## src/rtl/regfile_wr_arbiter.sv

```systemverilog
// Register-file write arbiter: two requester FIFOs (A = ALU, B = load)
// feeding one register-file write port through a round-robin pop, with a
// combinational hazard query over queued and in-flight writes.

// One requester queue: circular buffer plus a hazard match over live entries.
module regfile_wr_queue #(
  parameter int DATA_W = 32,
  parameter int ADDR_W = 5,
  parameter int DEPTH  = 2
) (
  input  logic              clk,
  input  logic              reset,
  input  logic              push,
  input  logic [ADDR_W-1:0] push_addr,
  input  logic [DATA_W-1:0] push_data,
  input  logic              pop,
  input  logic [ADDR_W-1:0] q_addr,
  output logic              not_full,
  output logic              not_empty,
  output logic [ADDR_W-1:0] head_addr,
  output logic [DATA_W-1:0] head_data,
  output logic              hit
);
  localparam int PW = $clog2(DEPTH);

  logic [PW:0]                   count;
  logic [PW-1:0]                 wptr, rptr, off;
  logic [DEPTH-1:0][ADDR_W-1:0]  addr_mem;
  logic [DEPTH-1:0][DATA_W-1:0]  data_mem;

  assign not_full  = count < (PW+1)'(DEPTH);
  assign not_empty = count != '0;
  assign head_addr = addr_mem[rptr];
  assign head_data = data_mem[rptr];

  // Pointers and occupancy; power-of-two DEPTH lets the pointers wrap naturally.
  always_ff @(posedge clk or negedge reset) begin
    if (!reset) begin
      count <= '0;
      wptr  <= '0;
      rptr  <= '0;
    end else begin
      if (push) wptr <= wptr + 1'b1;
      if (pop)  rptr <= rptr + 1'b1;
      count <= count + (PW+1)'(push) - (PW+1)'(pop);
    end
  end

  // Entry storage; contents only matter while counted as live.
  always_ff @(posedge clk) begin
    if (push) begin
      addr_mem[wptr] <= push_addr;
      data_mem[wptr] <= push_data;
    end
  end

  // Entry i is live when its distance from the read pointer is below count.
  always_comb begin
    hit = 1'b0;
    off = '0;
    for (int i = 0; i < DEPTH; i++) begin
      off = PW'(i) - rptr;
      if (({1'b0, off} < count) && (addr_mem[i] == q_addr)) hit = 1'b1;
    end
  end
endmodule

module regfile_wr_arbiter #(
  parameter int DATA_W = 32,
  parameter int ADDR_W = 5,
  parameter int DEPTH  = 2
) (
  input  logic              clk,
  input  logic              reset,
  input  logic              a_valid,
  input  logic [ADDR_W-1:0] a_addr,
  input  logic [DATA_W-1:0] a_data,
  output logic              a_ready,
  input  logic              b_valid,
  input  logic [ADDR_W-1:0] b_addr,
  input  logic [DATA_W-1:0] b_data,
  output logic              b_ready,
  output logic              wr_en,
  output logic [ADDR_W-1:0] wr_addr,
  output logic [DATA_W-1:0] wr_data,
  input  logic [ADDR_W-1:0] q_addr,
  output logic              q_pending
);
  localparam int NUM_REQ = 2;  // index 0 = A, 1 = B

  logic [NUM_REQ-1:0]             valid, push, pop, not_full, not_empty, hit;
  logic [NUM_REQ-1:0][ADDR_W-1:0] in_addr, head_addr;
  logic [NUM_REQ-1:0][DATA_W-1:0] in_data, head_data;
  logic                           last_b, grant_b, pop_any;
  logic [ADDR_W-1:0]              sel_addr;
  logic [DATA_W-1:0]              sel_data;

  assign valid   = {b_valid, a_valid};
  assign in_addr = {b_addr, a_addr};
  assign in_data = {b_data, a_data};

  // Ready comes from registered occupancy only and is forced low in reset.
  assign a_ready = reset & not_full[0];
  assign b_ready = reset & not_full[1];
  assign push    = valid & {b_ready, a_ready};

  for (genvar g = 0; g < NUM_REQ; g++) begin : g_q
    regfile_wr_queue #(.DATA_W(DATA_W), .ADDR_W(ADDR_W), .DEPTH(DEPTH)) u_q (
      .clk       (clk),
      .reset     (reset),
      .push      (push[g]),
      .push_addr (in_addr[g]),
      .push_data (in_data[g]),
      .pop       (pop[g]),
      .q_addr    (q_addr),
      .not_full  (not_full[g]),
      .not_empty (not_empty[g]),
      .head_addr (head_addr[g]),
      .head_data (head_data[g]),
      .hit       (hit[g])
    );
  end

  // Round-robin pick among queues that were non-empty before this edge, so
  // a same-edge push never bypasses the queue.
  always_comb begin
    grant_b  = not_empty[1] & (~not_empty[0] | ~last_b);
    pop_any  = |not_empty;
    pop      = {pop_any & grant_b, pop_any & ~grant_b};
    sel_addr = grant_b ? head_addr[1] : head_addr[0];
    sel_data = grant_b ? head_data[1] : head_data[0];
  end

  // Write port stage; address-0 pops are consumed but never strobe wr_en.
  always_ff @(posedge clk or negedge reset) begin
    if (!reset) begin
      wr_en   <= 1'b0;
      wr_addr <= '0;
      wr_data <= '0;
      last_b  <= 1'b1;
    end else begin
      wr_en <= pop_any && (sel_addr != '0);
      if (pop_any && (sel_addr != '0)) begin
        wr_addr <= sel_addr;
        wr_data <= sel_data;
      end
      if (pop_any) last_b <= grant_b;
    end
  end

  assign q_pending = reset && (q_addr != '0) &&
                     ((|hit) || (wr_en && (wr_addr == q_addr)));
endmodule

```

## config.mk

```make
export PLATFORM = sky130hd
export DESIGN_NAME = regfile_wr_arbiter
export DESIGN_NICKNAME = d
export VERILOG_FILES = /design/src/rtl/regfile_wr_arbiter.sv
export SDC_FILE = /design/constraint.sdc
export NUM_CORES = 1
export LEC_CHECK = 0
export ABC_AREA = 1
export CAP_MARGIN = 30
export CORE_ASPECT_RATIO = 1.1
export CORE_UTILIZATION = 54
export DETAILED_ROUTE_END_ITERATION = 8
export PLACE_DENSITY = 0.83
export SLEW_MARGIN = 20
export SYNTH_ARGS = -nofsm -noshare
export SYNTH_HDL_FRONTEND = slang
export SYNTH_SLANG_ARGS = --single-unit
```

## constraint.sdc

```tcl
create_clock -name clk -period 3.2 [get_ports clk]
set_input_delay 0.96 -clock clk [delete_from_list [all_inputs] [get_ports clk]]
set_output_delay 0.96 -clock clk [all_outputs]
set_load 0.05 [all_outputs]
```

======== After elaboration in Yosys (flattened, before gate mapping) ========
Cells that the tools add are included.
storage, ports and cells
  bits in registers ....................... 195
  input port bits ......................... 83
  output and inout bits ................... 41
  word-level logic and storage cells ...... 100
operators by class
  $add $sub $neg .......................... 12
  magnitude comparators ................... 12
  equal/unequal tests ..................... 5
  multiplexer cells ....................... 26
  bitwise operators ....................... 10
  reduce and logical (&&, ||, !) cells .... 17
operators by type and width
  operator             count
  $mux 32              7
  $bwmux 64            2
  $demux 32 s1         2
  $mux 5               7
  $eq 5x5->1           5
  $bwmux 10            2
  $demux 5 s1          2
  $logic_and 1x1->1    10
  $reduce_bool 5->1    2
  $lt 1x2->1           4
  $lt 1x2->1 const B   4
  $and 1x1->1          5
  $add 1x1->1 const B  4
  $add 2x1->2          2
  $lt 2x2->1 const B   2
  $mux 1               4
  $reduce_bool 2->1    2
  $reduce_or 2->1      2
  $sub 1x1->1 const A  4
  $sub 2x1->2          2
  $not 1->1            3
  $and 2x2->2          1
  $ge 1x1->1 const B   2
  $logic_or 1x1->1     1
  $or 1x1->1           1

======== Logic depth before layout (Yosys ltp) ========
Gate-level depths: netlist of the first run.
  depth after elaboration ................. 8
  depth in mapped cells ................... 12
  depth with buffers taken out ............ 9

======== Modules after synthesis ========
From an unflattened synthesis of the first run, not the netlist that was laid out.
unflattened totals
  cell total of the unflattened synthesis .. 725
  area total of the unflattened synthesis .. 8,680.8 um^2
by module, submodules not included
  module              times used  cells an instance  area each (um^2)  seq. area each (um^2)
  regfile_wr_queue    2           196                3,219.3           2,322.2
  regfile_wr_arbiter  1           333                2,242.2           977.2

======== Least setup slack after synthesis of the first run ========
Ideal clock, no wire load.
  path kind ............................... in2reg
  start point ............................. input port reset
  end point ............................... register g_q[0].u_q.addr_mem[0] (netlist name) (enable)
  arrival time ............................ 3.549 ns
  required time ........................... 2.769 ns
  slack ................................... -0.780 ns
  stages .................................. 4
  buffers on the path ..................... 0
  path through ............................ inv_1 nor2_1 nand2_1 nor2_1
between the ends
  cells in the longest elaborated chain, start to end .. 2
RTL lines
  what                            RTL line  RTL
  start: declaration              74        input logic reset,
  $and 1x1->1                     103       assign a_ready = reset & not_full[0];
  net a_ready                     78        output logic a_ready,
  $and 2x2->2                     105       assign push = valid & {b_ready, a_ready};
  end signal: indexed assignment  52        addr_mem[wptr] <= push_addr;
  end: declaration                28        logic [DEPTH-1:0][ADDR_W-1:0] addr_mem;
The timed path passes the listed nets, and every way through them passes these cells.
A chain may end at the register's enable or synchronous reset.

======== Worst setup path in the final report of the first run ========
  start point ............................. input port q_addr[1]
  end point ............................... output port q_pending
between the ends
  cells in the longest elaborated chain, start to end .. 7
  elaborated cells between the ends (all ways) .. 19
RTL lines
  what                   RTL line  RTL
  start: declaration     86        input logic [ADDR_W-1:0] q_addr,
  $eq 5x5->1             63        if (({1'b0, off} < count) && (addr_mem[i] == q_addr)) hit = 1'b1;
  $logic_and 1x1->1      63
  $mux 1 (2 in series)   63
  $reduce_or 2->1        152       ((|hit) || (wr_en && (wr_addr == q_addr)));
  $logic_or 1x1->1       152
  $logic_and 1x1->1 (*)  151       assign q_pending = reset && (q_addr != '0) &&
  end: declaration       87        output logic q_pending
Mark *: on every way between the ends. The rest lies on a longest branch, timed or not.

==> results of run 1 <==
[how the worst max path moves through the flow]
stage | from | to | slack, ns
2_1_floorplan | reset | g_q[0].u_q.addr_mem[0] | -0.20
3_3_place_gp | q_addr[2] | q_pending | -0.23
3_5_place_dp | q_addr[0] | q_pending | -0.18
4_1_cts | q_addr[1] | q_pending | 0.003
5_1_grt | q_addr[3] | q_pending | 0.004
6_report | q_addr[1] | q_pending | 0.07
[cell families (layout without fill, tap and decap cells)]
group	Yosys count	in the layout	synth area share, %
XOR/XNOR	21	21	2.26
AND/OR/NAND/NOR	405	405	19.7
AO/OA/AOI/OAI	59	59	4.42
adder cells (fa/ha/maj)	4	4	0.614
flip-flops	195	195	68.9
buffers and inverters	75	211	4.13
[layout by cell type, fill, tap and decap left out, types with 2 or more instances in the layout]
master	instances
bufinv_16	3
nor2_1	57
clkbuf_16	17
inv_1	34
a21oi_1	9
a31oi_1	32
inv_2	3
dfrtp_1	44
clkdlybuf4s50_1	114
o21ai_0	12
ha_1	4
buf_12	5
nand2_1	287
nand3_1	48
clkinv_2	3
nor2_4	4
buf_4	17
clkbuf_8	2
dfrtp_2	2
xnor2_1	3
clkinv_4	2
xor2_1	18
clkbuf_1	2
edfxtp_1	148
inv_6	3
dlygate4sd2_1	5
nor3_1	4
[registers in the layout (all words and copies together) (netlist names)]
register          count
g_q.u_q.data_mem    128
g_q.u_q.addr_mem     20
last_b                1
wr_en                 1
wr_data              32
wr_addr               5
g_q.u_q.count         4
g_q.u_q.rptr          2
g_q.u_q.wptr          2
[cells in the mapped netlist, types with 5 or more instances]
library cell	n	share of area [%]
dfrtp_1	46	14
a21oi_1	9	0.55
o21ai_0	12	0.74
xor2_1	18	1.9
edfxtp_1	148	54
a31oi_1	32	2.5
buf_2	8	0.49
nand3_1	48	2.9
clkbuf_1	13	0.60
buf_1	9	0.41
nor2_1	62	2.9
nor3_1	5	0.31
inv_1	34	1.6
nand2_1	287	13
[repair_timing]
action | in CTS | in global routing
cloned | 0 | 0
pin swaps | 2 | 2
endpoints found under the setup margin | 1 | 1
resized for setup | 5 | 1
[power by group through the flow]
stage | registers, mW | clock network, mW | logic (mW)
3_5_place_dp | 3.70 | 0 | 4.46
2_1_floorplan | 4.43 | 0 | 2.39
5_1_grt | 3.70 | 2.31 | 4.96
4_1_cts | 3.65 | 2.20 | 4.51
6_report | 3.65 | 2.18 | 4.49
3_3_place_gp | 3.69 | 0 | 4.34
[per-layer routing]
metal  vias to the layer above  routed length, um
met1                      2694               7350
met4                         0                483
met2                       238               9340
li1                       2775                  -
met3                        37               1150
met5                         -                  0
[worst max-delay path, cell delays in order]
cell and delay (ns):
dlygate4sd2_1 0.26, or2_2 0.28, a21oi_1 0.16, nand3_1 0.09, nand3_1 0.09, nor2_1 0.05
nor2_2 0.13, buf_12 0.15
[final cells by class]
| type | instances | area [um^2] |
|---|---|---|
| repair buffers | 142 | 1420 |
| fillers | 1041 | 4290 |
| flip-flops and latches | 195 | 5620 |
| inverters | 37 | 139 |
| well taps | 192 | 240 |
| clock inverters | 11 | 149 |
| clock buffers | 21 | 460 |
| multi-input cells | 489 | 2240 |
==> impl_metrics.toml, run 1 <==
[yosys]
yosys_warnings = 0
synth_cell_types = 29
synth.avg_cell_area_um2 = 10.7
synth-async-reset-ratio_pct = 24.1
synth_ff_type = "edfxtp_1"
syn_area_um2 = 8160
synth_cells = 759
ys_seq_area_share_pct = 68.9
ys_ff_latch = 195
mappedNetlistNets = 846
synth-edff-count = 148

[drt]
final_antenna_net_count = 0
initialDrtViolationCount = 419
drc_errors = 0
drtPass1Iterations = 5
post_drt_wl_per_cell_um = 16.9
viasPerCell = 5.28
vias = 5744
totalWireLength_mm = 18.3

[power_and_ir_drop]
leakagePower_nw = 4.21
p_sw_share_pct = 41.1
internal-power_mw = 6.08
switchingPower_mw = 4.25
power_frac_clock_pct = 21.1
powerDensity_nw_per_um2 = 1010
ir_drop_mv = 0.858
power_frac_comb_pct = 43.5
finalPower_mw = 10.3
seq_power_share_pct = 35.4

[placed_design]
dp.cells = 1055
place_ws_ns = -0.184
gp_congestion = 0.850
hpwlAfterDp_mm = 12.0
portBuffers = 123
dpl_cell_area_um2 = 9660

[min_path]
holdPathStages = 2
hold_end = "wr_data[28]"
hold_path_class = "register to register"
min_from = "wr_data[28]"

[sta]
tightest_slew_ns = 0.817
fin_tns_setup_ns = 0
finalHoldViolations = 0
worst_slack_ns = 0.0704
timing.hold.ws_ns = 0.468
slew_violations = 0
slew_headroom_pct = 45.4
min_period_ns = 3.13
min_period_over_period_pct = 97.8
finalSetupViolCount = 0
max_freq_mhz = 320
skew_ns = 0.0119
grt_setup_unrepaired = "false"

[global_routing]
overflow = 0
grt_first_pass_wirelength_mm = 29.0
use_met2_pct = 44.3
grt_use_met3_pct = 5.64
grt_pass1_vias = 5732
antenna_found_initial = 0
track_usage_pct = 25.3
grt_max_degree = 47
gr-max-usage-layer = "met2"
use_met1_pct = 30.1

[setup_path]
crit_path_end_kind = "output port"
crit_arrival_ns = 2.17
required_ns = 2.24
crit_type = "primary input to output port"
reg2regPathDepth = 8
startpoint_type = "primary input"
crit_fanout = 4
rr_endpoint = "wr_data[15]"
timing.rr.start = "g_q[1].u_q.rptr"
worst-r2r-setup-slack_ns = 0.53

[floorplan]
num_rows = 46
die_y_um = 131
io_pins = 124
coreArea_um2 = 14600
initial_core_util_pct = 56.0
die_area_um2 = 15600
die-width_um = 119

[clock_tree]
insertion_delay_ns = 0.43
clockRootBuffer = "clkbuf_16"
path_clk_slew_ns = 0.07
ctsHtreeMaxLevel = 4
cts_tree = "yes"
clock-sinks = 195
cts_buffer_depth = 2
cts-buffers-inserted = 17
ctsHoldBuffers = 0
postCtsSetupBuffers = 0

[finish]
drive_gt1_share_pct = 7.82
fin_area_um2 = 10300
layoutNonFillerInstCount = 1087
nets = 969
utilization_pct = 70.5
syn2layout_area_growth_pct = 26.0
diodes = 0

[status]
status = "finished, final reports clean"

[run]
drv_cap = 0
No activity file was read; power rests on OpenSTA's default activity.
==> inputs of run 2 (changes only) <==
--- a/config.mk
+++ b/config.mk
@@ -11,6 +11,7 @@
 export CORE_UTILIZATION = 54
 export DETAILED_ROUTE_END_ITERATION = 8
 export PLACE_DENSITY = 0.83
+export SKIP_CTS_REPAIR_TIMING = 1
 export SLEW_MARGIN = 20
 export SYNTH_ARGS = -nofsm -noshare
 export SYNTH_HDL_FRONTEND = slang
==> constraint.sdc (replaced) <==
create_clock -name clk -period 3.3 [get_ports clk]
set_input_delay 0.99 -clock clk [delete_from_list [all_inputs] [get_ports clk]]
set_output_delay 0.99 -clock clk [all_outputs]
set_load 0.05 [all_outputs]
==> impl_metrics.toml, run 2 (same netlist as run 1, synthesis figures left out) <==
[sta]
tightest_slew_ns = 0.731
min_period_ns = 3.12
timing.hold.ws_ns = 0.468
grt_setup_unrepaired = "false"
finalHoldViolations = 0
skew_ns = 0.0107
slew_headroom_pct = 51.2
finalSetupViolCount = 0
max_freq_mhz = 321
min_period_over_period_pct = 94.4
slew_violations = 0

[clock_tree]
ctsHtreeMaxLevel = 4
clock-sinks = 195
clockRootBuffer = "clkbuf_16"
path_clk_slew_ns = 0.06
cts_buffer_depth = 2
cts_tree = "yes"
cts-buffers-inserted = 17
insertion_delay_ns = 0.43

[finish]
syn2layout_area_growth_pct = 26.3
final_cell_mix = "nand2_1 (287), edfxtp_1 (148), clkdlybuf4s50_1 (114)"
reg.largest.list = "g_q.u_q.data_mem (128), wr_data (32), g_q.u_q.addr_mem (20)"
n_fill_cell = 1037
diodes = 0
largest_reg_flops = 128
nets = 969
drive_gt1_share_pct = 7.49
final_common_cell = "nand2_1"
top_register = "g_q.u_q.data_mem"

[floorplan]
coreArea_um2 = 14600
die-width_um = 119
num_rows = 46
die_area_um2 = 15600
die_y_um = 131
initial_core_util_pct = 56.0
io_pins = 124

[placed_design]
hpwlAfterDp_mm = 12.1
gp_congestion = 0.869
portBuffers = 123

[drt]
viasPerCell = 5.41
drc_errors = 0
drtPass1Iterations = 5
vias = 5883
totalWireLength_mm = 18.7
final_antenna_net_count = 0
initialDrtViolationCount = 435
post_drt_wl_per_cell_um = 17.2

[power_and_ir_drop]
power_frac_comb_pct = 43.5
finalPower_mw = 10.2
power_frac_clock_pct = 21.5
p_sw_share_pct = 41.1
ir_drop_mv = 0.581
internal-power_mw = 5.98
powerDensity_nw_per_um2 = 986
leakagePower_nw = 4.25
switchingPower_mw = 4.17
seq_power_share_pct = 35.0

[min_path]
min_from = "wr_data[20]"
hold_end = "wr_data[20]"
holdPathStages = 2
hold_path_class = "register to register"

[setup_path]
crit_path_end_kind = "output port"
crit_type = "primary input to output port"
startpoint_type = "primary input"
crit_arrival_ns = 2.13
worst-r2r-setup-slack_ns = 0.82
crit_slowest_cell = "nor3_1"
required_ns = 2.31
timing.rr.start = "g_q[0].u_q.count[1]"
crit_fanout = 7
cp_cell_sequence = "dlymetal6s2s_1 > inv_1 > nor2_1 > nor3_1 > nand3_1 > nand3_1 > nor2_1 > nor2_2 > buf_12"
cpPeakStageDelay_ns = 0.23
reg2regPathDepth = 8
rr_endpoint = "wr_data[0]"

[global_routing]
grt_max_degree = 46
overflow = 0
grt_first_pass_wirelength_mm = 28.7
grt_pass1_vias = 5613
antenna_found_initial = 0
track_usage_pct = 25.1

[status]
status = "finished, final reports clean"

[run]
drv_cap = 0
[run 2: cell type report]
| class | instances | area (um^2) | area share (%) |
|---|---|---|---|
| repair buffers | 142 | 1420 | 13.8 |
| inverters | 37 | 139 | 1.35 |
| multi-input cells | 489 | 2240 | 21.7 |
| clock buffers | 21 | 460 | 4.47 |
| flip-flops and latches | 195 | 5620 | 54.6 |
| clock inverters | 11 | 173 | 1.68 |
| well taps | 192 | 240 | 2.33 |
[run 2: critical path, delay by kind of cell]
kind | cells | cell delay [ns]
and+or+nand+nor | 6 | 0.63
buffers and inverters | 3 | 0.49
[run 2: power groups by stage]
stage	clock network [mW]	logic [mW]	registers [mW]
after floorplan	0	2.31	4.30
after global placement	0	4.27	3.57
after detailed placement	0	4.38	3.60
after CTS	2.19	4.41	3.55
after global routing	2.30	4.82	3.61
final	2.18	4.41	3.56
[run 2: through the flow]
| stage | worst slack (ns) | cell area [um^2] | TNS, ns | util [%] | cells |
|---|---|---|---|---|---|
| finish | 0.184 | 10300 | 0 | 70.7 | 1087 |
| global route | 0.0896 | 10300 | 0 | 70.7 | 1087 |
| CTS | -0.233 | 10300 | -0.233 | 70.6 | 1087 |
| detailed placement | -0.226 | 9650 | -0.226 | 66.3 | 1055 |
| global placement | -0.254 | 9650 | -0.254 | 66.3 | 1055 |
| floorplan | -0.132 | 8170 | -19.55 | - | 759 |
[run 2: worst max-delay path by stage]
stage / slack, ns / cells after the start / start / endpoint
after floorplan: -0.13 / 4 / reset / g_q[0].u_q.addr_mem[0]
after detailed placement: -0.23 / 9 / q_addr[0] / q_pending
after global placement: -0.25 / 9 / q_addr[3] / q_pending
after global routing: 0.09 / 8 / q_addr[1] / q_pending
after CTS: -0.23 / 9 / q_addr[0] / q_pending
final: 0.18 / 9 / q_addr[3] / q_pending
[run 2: routing by layer]
metal / vias to the layer above / wire length (um) / global-route usage [%]
li1: 2774 / - / -
met1: 2818 / 7530 / 31.0
met2: 258 / 9620 / 44.0
met3: 33 / 1250 / 4.99
met4: 0 / 338 / 9.23
met5: - / 0 / 0
==> inputs of run 3 (changes only) <==
--- a/config.mk
+++ b/config.mk
@@ -8,9 +8,10 @@
 export ABC_AREA = 1
 export CAP_MARGIN = 30
 export CORE_ASPECT_RATIO = 1.1
-export CORE_UTILIZATION = 54
+export CORE_MARGIN = 2
+export CORE_UTILIZATION = 30
 export DETAILED_ROUTE_END_ITERATION = 8
-export PLACE_DENSITY = 0.83
+export PLACE_DENSITY = 0.52
 export SKIP_CTS_REPAIR_TIMING = 1
 export SLEW_MARGIN = 20
 export SYNTH_ARGS = -nofsm -noshare
==> impl_metrics.toml, run 3 (same netlist as run 1, synthesis figures left out) <==
[clock_tree]
cts_buffer_depth = 2
cts-buffers-inserted = 17
insertion_delay_ns = 0.42
ctsHtreeMaxLevel = 4
path_clk_slew_ns = 0.07
cts_tree = "yes"
clockRootBuffer = "clkbuf_16"
clock-sinks = 195

[power_and_ir_drop]
powerDensity_nw_per_um2 = 949
leakagePower_nw = 4.19
ir_drop_mv = 0.496

[status]
status = "finished, final reports clean"

[global_routing]
antenna_found_initial = 1
track_usage_pct = 15.0
grt_pass1_vias = 5568
overflow = 0
grt_max_degree = 67
grt_first_pass_wirelength_mm = 32.0

[sta]
max_freq_mhz = 319
grt_setup_unrepaired = "false"
min_period_over_period_pct = 95.1
min_period_ns = 3.14
skew_ns = 0.0101
finalHoldViolations = 0
slew_headroom_pct = 44.3
finalSetupViolCount = 0
timing.hold.ws_ns = 0.468
tightest_slew_ns = 0.835
slew_violations = 0

[drt]
viasPerCell = 4.45
post_drt_wl_per_cell_um = 16.6
drc_errors = 0
final_antenna_net_count = 0
drtPass1Iterations = 4
vias = 5569
initialDrtViolationCount = 241
totalWireLength_mm = 20.7

[finish]
nets = 968
drive_gt1_share_pct = 7.83
reg.largest.list = "g_q.u_q.data_mem (128), wr_data (32), g_q.u_q.addr_mem (20)"
top_register = "g_q.u_q.data_mem"
register_area_um2 = 5620
final_cell_mix = "nand2_1 (287), edfxtp_1 (148), clkdlybuf4s50_1 (114)"
layoutNonFillerInstCount = 1251
n_fill_cell = 2625
final_common_cell = "nand2_1"
syn2layout_area_growth_pct = 27.6
largest_reg_flops = 128
multi_input_area_um2 = 2240
diodes = 0

[floorplan]
coreArea_um2 = 26900
io_pins = 124
die_y_um = 177
die-width_um = 161
die_area_um2 = 28500
num_rows = 63
initial_core_util_pct = 30.3

[placed_design]
hpwlAfterDp_mm = 13.1
portBuffers = 123
dp.cells = 1219
gp_congestion = 0.817

[setup_path]
crit_type = "primary input to output port"
startpoint_type = "primary input"
crit_path_end_kind = "output port"
required_ns = 2.31
crit_fanout = 7
crit_arrival_ns = 2.15

[run]
drv_cap = 0

[min_path]
hold_path_class = "register to register"
## run 3: critical path: stages
cell and delay [ns]:
dlymetal6s2s_1 0.21, inv_1 0.15, nor2_1 0.05, nor3_1 0.23, nand3_1 0.10, nand2_1 0.07
nor2_1 0.05, nor2_2 0.14, buf_12 0.15
## run 3: cell type report
type / instances / share of cell area, %
sequential: 195 / 54.0
multi-input combinational: 489 / 21.5
timing repair buffer: 141 / 13.6
clock buffer: 22 / 4.46
tap: 357 / 4.29
inverter: 37 / 1.33
clock inverter: 10 / 0.757
## run 3: routing by layer
| layer | vias up | track usage [%] | routed length (um) |
|---|---|---|---|
| li1 | 2762 | - | - |
| met1 | 2675 | 19.4 | 9400 |
| met2 | 115 | 25.6 | 10200 |
| met3 | 17 | 3.37 | 886 |
| met4 | 0 | 3.94 | 254 |
| met5 | - | 0 | 0 |
## run 3: power breakdown
group	switching, mW	total [mW]	internal (mW)
registers	0.314	3.51	3.20
logic	2.99	4.45	1.46
clock network	0.901	1.92	1.02
total	4.20	9.88	5.68
## run 3: path summary, 6_finish.rpt
kind / startpoint / to / slack (ns) / cells past startpoint
worst max-delay path: q_addr[3] / q_pending / 0.16 / 9
worst min-delay path: wr_data[29] / wr_data[29] / 0.47 / 2
worst max register to register: g_q[0].u_q.rptr / wr_data[1] / 0.92 / 9
worst min register to register: wr_data[29] / wr_data[29] / 0.47 / 2
max in group asynchronous: reset / g_q[1].u_q.rptr / 2.00 / 2
min in group asynchronous: reset / wr_addr[3] / 0.77 / 2
## run 3: through the flow
stage	worst slack, ns	power [mW]	util, %	TNS [ns]	instance area, um^2
5_1_grt	0.0524	10.6	38.7	0	10400
6_report	0.162	9.88	38.7	0	10400
2_1_floorplan	-0.132	6.61	-	-19.55	8170
3_3_place_gp	-0.209	8.05	36.6	-0.209	9850
4_1_cts	-0.256	10.0	38.7	-0.256	10400
3_5_place_dp	-0.252	8.09	36.6	-0.252	9850
==> edit, RTL diff (settings of run 1) <==
Make the reset (`reset`) synchronous in 2 clocked blocks.
--- a/src/rtl/regfile_wr_arbiter.sv
+++ b/src/rtl/regfile_wr_arbiter.sv
@@ -34,7 +34,7 @@
   assign head_data = data_mem[rptr];
 
   // Pointers and occupancy; power-of-two DEPTH lets the pointers wrap naturally.
-  always_ff @(posedge clk or negedge reset) begin
+  always_ff @(posedge clk) begin
     if (!reset) begin
       count <= '0;
       wptr  <= '0;
@@ -132,7 +132,7 @@
   end
 
   // Write port stage; address-0 pops are consumed but never strobe wr_en.
-  always_ff @(posedge clk or negedge reset) begin
+  always_ff @(posedge clk) begin
     if (!reset) begin
       wr_en   <= 1'b0;
       wr_addr <= '0;
Formal check against the unedited RTL: differs if reset is asserted again (counterexample within 4 cycles, from zero or initial values and one cycle with reset low); with reset held inactive, the same outputs for 4 cycles.
==> edit against run 1 <==
Area after synthesis increased by 2.0%; via count increased by 2.7%; clock skew about the same; synthesized cell count increased by 1.2%; largest power group unchanged; power decreased by 9.7%; sequential cell count unchanged; utilization decreased by 1.5 points; first-iteration DRC count increased by 17%; final area increased by 1.2%; setup slack improved by 0.030 ns; count of clock-buffer cells in the layout decreased by 1; sequential power decreased by 7.7%; largest cell class unchanged; wire length increased by 4.5%; critical path depth increased by 1.
==> edit: results (changes against run 1) <==
| Metric | Value |
|---|---|
| Slew HR | 40.5% (was 45.4%) |
| Pin count of the biggest net entering global routing | 69 (was 47) |
| Fillers | 1,104 (was 1,041) |
| H-tree Lvls | 4 (unchanged) |
| HPWL Detailed | 12.4 mm (was 12.0 mm) |
| Initial DRC count | 492 (was 419) |
| Main synth FF type | edfxtp_1 (unchanged) |
| Share of layout cells above drive strength 1 | 15.7% (was 7.82%) |
| EDFF count, synth | 148 (unchanged) |
| LEAKAGE | 4.01 nW (was 4.21 nW) |
| Worst vdd ir | 0.000476 V (was 0.000858 V) |
| CP Max Fanout | 3 (was 4) |
| GPL Wtd Cong | 0.874 (was 0.850) |
| Initial antenna violation count | 0 (unchanged) |
| Register area share after synthesis | 64.7% (was 68.9%) |
| WP data arrival | 2.14 ns (was 2.17 ns) |
| First-pass DRT Iterations | 6 (was 5) |
| Hold path startpoint | wr_data[2]$_SDFFE_PN0P_ (was wr_data[28]$_DFFE_PN0P_) |
| Total CTS buffers | 17 (unchanged) |
| WP buf/inv | 3 (was 2) |
| Worst hold path type | flop to flop (unchanged) |
| Critical path origin | q_addr[2] (was q_addr[1]) |
| Reg with most FFs | g_q.u_q.data_mem (unchanged) |
| Async set-reset flop share out of synthesis | 0% (was 24.1%) |
| Synth warnings | 0 (unchanged) |
| Max stage delay cell, worst path | clkdlybuf4s15_1 (was or2_2) |
| Average wire per standard cell | 17.4 um (was 16.9 um) |
| Antenna diodes | 0 (unchanged) |
| I/O Buffers | 123 (unchanged) |
| Top flop regs | g_q.u_q.data_mem (128), wr_data (32), g_q.u_q.addr_mem (20) (unchanged) |
| GRT Total Usage | 25.3% (about the same) |
| Most common cell after layout, fill and taps aside | edfxtp_1 (was nand2_1) |
| Via count | 5,901 (was 5,744) |
| Synthesized Nets | 855 (was 846) |
| Synth cell types | 33 (was 29) |
| Most common library cells after synthesis | 148 x edfxtp_1, 121 x nor2_1, 89 x nand2_1 (was 287 x nand2_1, 148 x edfxtp_1, 62 x nor2_1) |
| First-pass GRT wire length | 30.2 mm (was 29.0 mm) |
| Run status | complete, no violations (unchanged) |
| Nets | 977 (was 969) |
| Top post-synthesis cells by area | edfxtp_1 53%, dfxtp_1 11%, nor2_1 5.5% (was edfxtp_1 54%, dfrtp_1 14%, nand2_1 13%) |
| Reg2reg start | g_q[0].u_q.rptr$_SDFFE_PN0P_ (was g_q[1].u_q.rptr$_DFFE_PN0P_) |
| Max incr delay on CP | 0.21 ns (was 0.28 ns) |
| Vias in the first global route | 5,801 (was 5,732) |
| Avg Inst Size Synth | 10.8 sq um (was 10.7 sq um) |
| Clk_skew | 0.0119 ns (about the same) |
| Placed Cells | 1,065 (was 1,055) |
| Vias per cell | 5.37 (was 5.28) |
-- edit: cells by family (layout without fill, tap and decap cells) --
group / Yosys count / count (layout) / synth area share [%]
simple gates: 303 / 303 / 16.0
buf+inv: 115 / 250 / 5.93
fa+ha+maj: 4 / 4 / 0.602
flops: 195 / 195 / 64.7
xor+xnor: 11 / 11 / 1.16
compound gates: 140 / 140 / 11.6
-- edit: final timing paths --
path | to | depth (start not counted) | slack (ns)
min | wr_data[2]$_SDFFE_PN0P_ | 2 | 0.48
min reg2reg | wr_data[2]$_SDFFE_PN0P_ | 2 | 0.48
max | q_pending | 9 | 0.10
max reg2reg | wr_data[10]$_SDFFE_PN0P_ | 12 | 0.46
-- edit: repair_timing --
action                     CTS  global route
setup buffers                1             1
gates resized for setup     11            13
pin swaps                    4             3
setup endpoints to repair    1             1
hold buffers                 0             0
-- edit: layout make-up --
| type | instances | share of cell area (%) |
|---|---|---|
| multi-input combinational | 458 | 24.1 |
| sequential | 195 | 51.8 |
| clock inverter | 12 | 0.891 |
| tap | 196 | 2.36 |
| inverter | 69 | 2.49 |
| clock buffer | 20 | 4.50 |
| timing repair buffer | 149 | 13.8 |
-- edit: power breakdown --
group          internal, mW  switching, mW
clock network          1.07          0.943
logic                  1.41           2.53
registers              3.11          0.265
-- edit: per-stage QoR --
| stage | area, sq um | worst slack, ns | utilization [%] | TNS (ns) |
|---|---|---|---|---|
| after floorplan | 8350 | -0.193 | - | -28.54 |
| after global placement | 9800 | -0.269 | 65.1 | -0.269 |
| after detailed placement | 9800 | -0.244 | 65.1 | -0.244 |
| after CTS | 10400 | 0.00766 | 68.9 | 0 |
| after global routing | 10400 | 0.0142 | 69.0 | 0 |
| final | 10400 | 0.100 | 69.0 | 0 |
-- edit: worst reg2reg max path, stage by stage, from the launching register on --
cell	delay (ns)
dfxtp_2	0.63
inv_1	0.17
buf_4	0.25
nand2_1	0.08
o21ai_0	0.08
nand2_1	0.09
nand2_1	0.12
nand2_1	0.09
nand3b_4	0.12
buf_4	0.62
nand3_1	0.21
nand2_1	0.13
nor2_1	0.06
-- edit: layer usage --
layer | wire (um) | GRT usage [%] | share of wire (%)
met3 | 927 | 4.58 | 4.8
met1 | 7940 | 31.6 | 41
met2 | 9860 | 43.5 | 51
met5 | 0 | 0 | 0
met4 | 430 | 9.47 | 2.2
